`src/rtl/i2c_reg_seq.sv`:
```
// i2c_reg_seq: expands one host register access into the byte-level I2C
// master's order sequence and returns a single response beat.
//
//   write: START, WR(reg), WR(wdata), STOP
//   read : START, WR(reg), RESTART, RD, STOP
//
// Ports
//   clk, reset                 clock, asynchronous active-high reset
//   req_valid/req_ready        host request handshake
//   req_rw/dev/reg/wdata       request fields (latched on accept)
//   rsp_valid/rsp_rdata/err    one-cycle response beat; rdata/err held until next accept
//   m_order/m_wr_enable        order code and one-cycle command strobe to the master
//   m_addr/m_data_in           slave address and transmit byte to the master
//   m_rd_data/m_ready/m_done/m_finish   master status inputs
//
// Handshakes: a request transfers on a rising clk edge where
// req_valid && req_ready; req_ready is high only in IDLE. An order
// transfers to the master on an edge where m_wr_enable is high, which only
// happens while m_ready is high.
//
// Optional feature: define I2C_REG_SEQ_TIMEOUT_EN to build the per-step
// timer and abort path (TIMEOUT_CYCLES). Without it every step waits
// indefinitely and rsp_err is tied low.
module i2c_reg_seq #(
  parameter int unsigned TIMEOUT_CYCLES = 65535
) (
  input  logic       clk,
  input  logic       reset,
  input  logic       req_valid,
  output logic       req_ready,
  input  logic       req_rw,
  input  logic [6:0] req_dev,
  input  logic [7:0] req_reg,
  input  logic [7:0] req_wdata,
  output logic       rsp_valid,
  output logic [7:0] rsp_rdata,
  output logic       rsp_err,
  output logic [2:0] m_order,
  output logic       m_wr_enable,
  output logic [6:0] m_addr,
  output logic [7:0] m_data_in,
  input  logic [7:0] m_rd_data,
  input  logic       m_ready,
  input  logic       m_done,
  input  logic       m_finish
);

  localparam logic [2:0] ORD_START   = 3'd0;
  localparam logic [2:0] ORD_WR      = 3'd1;
  localparam logic [2:0] ORD_RD      = 3'd2;
  localparam logic [2:0] ORD_STOP    = 3'd3;
  localparam logic [2:0] ORD_RESTART = 3'd4;

  typedef enum logic [1:0] {S_IDLE, S_ISSUE, S_WAIT, S_RESP} state_t;

  state_t     state_q, state_d;
  logic [2:0] step_q, step_d;
  logic       armed_q;       // holds req_ready low until the first edge after reset
  logic       rw_q;
  logic [6:0] dev_q;
  logic [7:0] reg_q, wdata_q;
  logic       busy_seen_q;
  logic [7:0] rdata_q;

  logic       accept, is_stop, step_done, timeout, abort;
  logic [2:0] cur_order, stop_step;
  logic [7:0] cur_data;

  assign accept    = req_valid && req_ready;
  assign is_stop   = (cur_order == ORD_STOP);
  assign stop_step = rw_q ? 3'd4 : 3'd3;

  // Order and payload for the current step.
  always_comb begin
    cur_order = ORD_START;
    cur_data  = 8'h00;
    case (step_q)
      3'd0: cur_order = ORD_START;
      3'd1: begin
        cur_order = ORD_WR;
        cur_data  = reg_q;
      end
      3'd2: begin
        cur_order = rw_q ? ORD_RESTART : ORD_WR;
        cur_data  = rw_q ? 8'h00 : wdata_q;
      end
      3'd3: cur_order = rw_q ? ORD_RD : ORD_STOP;
      default: cur_order = ORD_STOP;
    endcase
  end

  // START/RESTART completion needs the master to go busy and come back,
  // otherwise a still-high m_ready right after the strobe would look done.
  always_comb begin
    step_done = 1'b0;
    if (state_q == S_WAIT) begin
      case (cur_order)
        ORD_START, ORD_RESTART: step_done = busy_seen_q && m_ready;
        ORD_WR, ORD_RD:         step_done = m_done;
        default:                step_done = m_finish;
      endcase
    end
  end

  // A timeout only aborts if the step did not complete or get issued on the
  // same cycle.
  assign abort = timeout && (((state_q == S_ISSUE) && !m_ready) ||
                             ((state_q == S_WAIT) && !step_done));

  // State register
  always_ff @(posedge clk or posedge reset) begin
    if (reset) begin
      state_q <= S_IDLE;
      step_q  <= 3'd0;
    end else begin
      state_q <= state_d;
      step_q  <= step_d;
    end
  end

  // Next-state logic
  always_comb begin
    state_d = state_q;
    step_d  = step_q;
    case (state_q)
      S_IDLE: begin
        if (accept) begin
          state_d = S_ISSUE;
          step_d  = 3'd0;
        end
      end
      S_ISSUE: begin
        if (m_ready) begin
          state_d = S_WAIT;
        end else if (abort) begin
          if (is_stop) state_d = S_RESP;
          else         step_d  = stop_step;
        end
      end
      S_WAIT: begin
        if (step_done) begin
          if (is_stop) begin
            state_d = S_RESP;
          end else begin
            state_d = S_ISSUE;
            step_d  = step_q + 3'd1;
          end
        end else if (abort) begin
          if (is_stop) begin
            state_d = S_RESP;
          end else begin
            state_d = S_ISSUE;
            step_d  = stop_step;
          end
        end
      end
      S_RESP:  state_d = S_IDLE;
      default: state_d = S_IDLE;
    endcase
  end

  // Outputs
  always_comb begin
    req_ready   = armed_q && (state_q == S_IDLE);
    m_wr_enable = (state_q == S_ISSUE) && m_ready;
    m_order     = cur_order;
    m_data_in   = cur_data;
    m_addr      = dev_q;
    rsp_valid   = (state_q == S_RESP);
    rsp_rdata   = rdata_q;
  end

  // Request latch, busy tracking and read data
  always_ff @(posedge clk or posedge reset) begin
    if (reset) begin
      armed_q     <= 1'b0;
      rw_q        <= 1'b0;
      dev_q       <= 7'h00;
      reg_q       <= 8'h00;
      wdata_q     <= 8'h00;
      busy_seen_q <= 1'b0;
      rdata_q     <= 8'h00;
    end else begin
      armed_q <= 1'b1;
      if (accept) begin
        rw_q    <= req_rw;
        dev_q   <= req_dev;
        reg_q   <= req_reg;
        wdata_q <= req_wdata;
      end
      if (m_wr_enable) busy_seen_q <= 1'b0;
      else if ((state_q == S_WAIT) && !m_ready) busy_seen_q <= 1'b1;
      // Aborted reads report zero even if the RD byte had already arrived.
      if (accept || abort) rdata_q <= 8'h00;
      else if ((state_q == S_WAIT) && (cur_order == ORD_RD) && m_done) rdata_q <= m_rd_data;
    end
  end

`ifdef I2C_REG_SEQ_TIMEOUT_EN
  logic [15:0] timer_q, timer_inc;
  logic        err_q;

  assign timer_inc = (timer_q == 16'hFFFF) ? timer_q : timer_q + 16'd1;
  assign timeout   = ((state_q == S_ISSUE) || (state_q == S_WAIT)) &&
                     (32'(timer_inc) >= TIMEOUT_CYCLES);

  // The timer restarts on every state or step change, so it measures time
  // spent on one step (issue wait, then completion wait after the strobe).
  always_ff @(posedge clk or posedge reset) begin
    if (reset) begin
      timer_q <= 16'h0000;
      err_q   <= 1'b0;
    end else begin
      if ((state_d != state_q) || (step_d != step_q)) timer_q <= 16'h0000;
      else if ((state_q == S_ISSUE) || (state_q == S_WAIT)) timer_q <= timer_inc;
      if (accept)     err_q <= 1'b0;
      else if (abort) err_q <= 1'b1;
    end
  end

  assign rsp_err = err_q;
`else
  logic unused_timeout_cfg;

  assign timeout            = 1'b0;
  assign rsp_err            = 1'b0;
  assign unused_timeout_cfg = ^32'(TIMEOUT_CYCLES);
`endif

endmodule

```
`config.mk`:
```
export PLATFORM = sky130hd
export DESIGN_NAME = i2c_reg_seq
export DESIGN_NICKNAME = d
export VERILOG_FILES = /design/src/rtl/i2c_reg_seq.sv
export SDC_FILE = /design/constraint.sdc
export NUM_CORES = 1
export LEC_CHECK = 0
export ABC_AREA = 1
export ABC_CLOCK_PERIOD_IN_PS = 1800
export CORE_MARGIN = 2
export CORE_UTILIZATION = 50
export CTS_CLUSTER_SIZE = 8
export DETAILED_ROUTE_END_ITERATION = 8
export DONT_BUFFER_PORTS = 1
export PLACE_DENSITY = 0.75
export SKIP_LAST_GASP = 1
export SLEW_MARGIN = 15
export SYNTH_ARGS = -nofsm -noshare
export SYNTH_HDL_FRONTEND = slang
export SYNTH_SLANG_ARGS = --single-unit
```
`constraint.sdc`:
```
create_clock -name clk -period 1.8 [get_ports clk]
set_input_delay 0.36 -clock clk [delete_from_list [all_inputs] [get_ports clk]]
set_output_delay 0.36 -clock clk [all_outputs]
set_load 0.03 [all_outputs]
```
**Word level (Yosys, flattened, before mapping)**

Cells that the tools add are included.
Widths: inputs -> output; s select.

- Bits in registers: 39
- Bits in latches: 0
- Memory bits (writable): 0
- ROM bits: 0
- Bits of input ports: 38
- Logic and storage cells: 62
- Memories kept: 0

- Add/sub/neg operators: 1
- Multipliers: 0
- Divide/modulo/power cells: 0
- Order comparisons: 0
- Eq/ne operators: 14
- Shifts and indexed selects: 0
- Mux-type cells: 20
- Bitwise logic cells: 0
- Reductions and logical operators: 18

Operator list:

| kind | number |
|---|---|
| $mux 8 | 3 |
| $pmux 8 s2 | 1 |
| $eq 3x2->1 const B | 4 |
| $mux 3 | 4 |
| $pmux 3 s4 | 1 |
| $mux 2 | 4 |
| $ne 2x2->1 const B | 4 |
| $pmux 2 s4 | 1 |
| $logic_and 1x1->1 | 7 |
| $eq 3x1->1 const B | 2 |
| $logic_not 3->1 | 2 |
| $pmux 3 s2 | 1 |
| $reduce_bool 2->1 | 3 |
| $eq 2x2->1 const B | 2 |
| $mux 1 | 4 |
| $reduce_and 4->1 | 1 |
| $reduce_or 2->1 | 2 |
| $add 3x1->3 const B | 1 |
| $eq 3x3->1 const B | 1 |
| $reduce_and 3->1 | 1 |
| $eq 2x1->1 const B | 1 |
| $logic_not 2->1 | 1 |
| $pmux 1 s2 | 1 |
| $logic_not 1->1 | 1 |

**Logic depth before layout (Yosys ltp)**

- Depth in word-level cells: 8
- Mapped depth: 13
- Depth with buffers taken out: 13

**Least setup slack after synthesis**

OpenSTA, ideal clock, no wires.

- Path kind: register -> output
- Start point: reg step_q[0]
- End point: out m_data_in[0]
- Arrival: 1.604 ns
- Data required time: 1.440 ns
- Setup slack: -0.164 ns
- Stages on the path, launching flop included: 5
- Path buffers: 0
- Path through: dfrtp_1 -> inv_1 -> ha_1 -> nand2_4 -> o32ai_1

- Word-level cells in the longest chain between the ends: 2

Ends and longest elaborated chain:

| item | RTL line | text |
|---|---|---|
| from (decl) | 57 | `logic [2:0] step_q, step_d;` |
| from (signal assigned) | 117 | `step_q <= step_d;` |
| $eq 3x2->1 / $eq 3x1->1 (equally long branches) | 77 | `case (step_q)` |
| $pmux 8 s2 (*) | 77 |  |
| to (decl) | 41 | `output logic [7:0] m_data_in,` |

Every way passes the cells marked *; elsewhere a longest branch is shown, timed or not.

**Worst setup path after layout**

- Start point: reg step_q[1]
- End point: out m_order[0]

- Word-level cells in the longest chain between the ends: 2

Ends and longest elaborated chain:

| item | RTL line | text |
|---|---|---|
| $eq 3x2->1 (tied with other cells) | 77 |  |
| $pmux 3 s4 (*) | 77 |  |
| to (decl) | 38 | `output logic [2:0] m_order,` |

Marked as above.

==> results_dict.tcl <==
set metrics [dict create \
    yosysTopAreaCell "sky130_fd_sc_hd__dfrtp_1" \
    critical_path_required_ns 1.44 \
    final_min_period_over_clock_period_pct 109 \
    fmax_mhz 511 \
    core_area_um2 3940 \
    power.leakage_nw 1.28 \
    critPathArrivalTime_ns 1.60 \
    drive_above_1_share_pct 42.6 \
    detail_route.iter0.violations 41 \
    r2r_setup_slack_ns -0.10 \
    detail_route.wl_per_cell_um 15.2 \
    hpwl_after_detailed_placement_um 3030 \
    io_pins 68 \
    reg2reg_from "step_q[1]" \
    number_of_global_route_vias_before_repair 1557 \
    finalWirelength_um 4430 \
    finalCriticalPeriod_ns 1.96 \
    grt_first_pass_wirelength_um 6840 \
    timing_max_transition_violations_final 0 \
    final_hold_viol_count 0 \
    post_synth_instance_area_um2 2030 \
    dominant_synthesized_flop_cell "sky130_fd_sc_hd__dfrtp_1" \
    place_congestion 0.868 \
    overflow 0 \
    rsz0062_at_grt "yes" \
    antenna_left 0 \
    final_net_count 284 \
    diodes 0 \
    setup_viol_count_final 15 \
    cts_num_sinks 39 \
    most_used_standard_cells_in_the_synthesized_netlist "sky130_fd_sc_hd__dfrtp_1, sky130_fd_sc_hd__nand2_1, sky130_fd_sc_hd__inv_1" \
    detailroute.via_count 1570 \
    grt_max_degree 42 \
    peakVddDrop_mv 0.916 \
    synth_nets 252 \
    cts_hold_buffers 0 \
    number_of_levels_in_the_clock_h_tree 2 \
    drt_pass1_iterations 4 \
    post-synth-top-area-fraction_pct 48.2 \
    path_class "flop to primary output" \
    synth_area_per_cell_um2 9.69 \
    fin_cells 292 \
    postSynth.asyncResetShare_pct 100 \
    part_of_the_yosys_area_used_for_sequential_elements_pct 48.2 \
    critical_path_peak_fanout 4 \
    violations "negative setup slack" \
    cts_root_buf "sky130_fd_sc_hd__clkbuf_8" \
    fp-row-count 23 \
    horizontal_extent_of_the_die_um 67.7 \
    number_of_enable_type_register_cells_in_the_synthesized_netlist 0 \
    initial_core_util_pct 51.4 \
    power_mw 3.76 \
    synth_seq_cells 39 \
    synth_area_leaders "sky130_fd_sc_hd__dfrtp_1, sky130_fd_sc_hd__mux2_2, sky130_fd_sc_hd__nand2_1" \
    maxCapViolCount 0 \
    grt_antenna_before_repair 0 \
    cts_inserted_buffers 5 \
    die-height_um 67.7 \
    dp_cells 274 \
    yosysWarnings 0 \
    synthToLayoutAreaGrowth_pct 26.9 \
    cts_tree "yes" \
    yosys.cell_count.top_type "sky130_fd_sc_hd__dfrtp_1" \
    post_dp_cell_area_um2 2230 \
    grt_util_all_layers_pct 20.6 \
    cellPowerDensity_nw_per_um2 1460 \
    clk_path_buf_depth 2 \
    clk_latency_ns 0.29 \
    final_core_utilization_pct 65.2 \
    postSynthCellCount 209 \
    die_area_um2 4580 \
    post_synth_num_cell_types 26 \
    kind_of_start_point_of_the_critical_path "flop" \
    clock_pin_slew_worst_setup_and_hold_paths_ns 0.07 \
    final.hold.worst_slack_ns 0.0780 \
    fin_worst_skew_ns 0.00234 \
    vias_per_cell 5.38 \
    run_status "finished, violations left" \
    final_area_um2 2570 \
    drc 0 \
    worstSetupStartpoint "step_q[1]" \
    timing.final.ws_setup_ns -0.156 \
    end_kind "primary output" \
    holdCritPathClass "input port to async pin" \
    io_port_bufs 0 \
]
-- layout make-up --
class	count	area, µm²
fill	292	1370
multi-input combinational	134	1040
sequential	39	978
timing repair buffer	31	279
inverter	30	128
clock buffer	7	76.3
tap	50	62.6
clock inverter	1	5.00
-- through the flow --
step | setup TNS (ns) | setup slack, ns
finish | -1.51 | -0.156
global route | -2.75 | -0.209
CTS | -1.46 | -0.145
detailed placement | -0.106 | -0.0457
global placement | 0 | 0.0175
floorplan | -0.857 | -0.164
-- cell usage in the layout, fill, tap and decap left out, types with 7 or more instances in the layout --
master                    instances
sky130_fd_sc_hd__dfrtp_1         37
sky130_fd_sc_hd__nand2_1         25
sky130_fd_sc_hd__buf_4           21
sky130_fd_sc_hd__nand3_1         19
sky130_fd_sc_hd__inv_1           17
sky130_fd_sc_hd__nor2_1          16
sky130_fd_sc_hd__mux2_2          15
sky130_fd_sc_hd__a21oi_1         10
sky130_fd_sc_hd__inv_2            9
sky130_fd_sc_hd__buf_6            9
sky130_fd_sc_hd__nand4_1          7
-- where the power goes --
part,total [mW],switching (mW),leakage [nW],internal (mW)
Sequential,1.52,0.340,0.474,1.18
Combinational,1.68,0.965,0.759,0.715
Clock,0.560,0.288,0.0422,0.272
Total,3.76,1.59,1.28,2.17
-- cell families after synthesis --
kind of cell,Yosys count,share of synthesized area [%]
AOI/OAI and AO/OA,22,7.47
adders and majority gates,5,3.09
buffers and inverters,36,7.16
DFF,39,48.2
muxes,15,8.34
other,2,0.371
and+or+nand+nor,90,25.4
-- worst max-delay path: stages, from the launching register on --
cell	delay, ns
sky130_fd_sc_hd__dfrtp_2	0.47
sky130_fd_sc_hd__ha_4	0.18
sky130_fd_sc_hd__ha_4	0.17
sky130_fd_sc_hd__inv_4	0.06
sky130_fd_sc_hd__nand2_4	0.06
sky130_fd_sc_hd__nor2_8	0.12
sky130_fd_sc_hd__nor2_4	0.06
sky130_fd_sc_hd__inv_2	0.06
sky130_fd_sc_hd__buf_6	0.12
-- what timing repair did --
action,CTS,global route
pin swaps,15,8
endpoints found under the setup margin,15,16
gates resized for setup,33,13
hold endpoints to repair,0,0
buffers inserted,9,1
-- layer usage --
metal	global-route usage, %	vias to the layer above	wire length, µm
met2	34.6	42	2260
li1	-	753	-
met5	0	-	0
met3	6.50	11	260
met4	11.2	0	107
met1	23.0	764	1800
-- final timing paths --
check,end,cells past startpoint
worst max register to register,step_q[0],13
worst min-delay path,wdata_q[6],2
min in group clk,busy_seen_q,1
worst min register to register,busy_seen_q,2
worst max-delay path,m_order[0],8
max in group asynchronous,step_q[0],2
-- flip-flops by register name (all words and copies together), names as in the netlist --
name / count
armed_q: 1
reg_q: 8
rsp_rdata: 8
busy_seen_q: 1
m_addr: 7
rw_q: 1
step_q: 3
wdata_q: 8
state_q: 2
(Power assumes the default switching activity.)
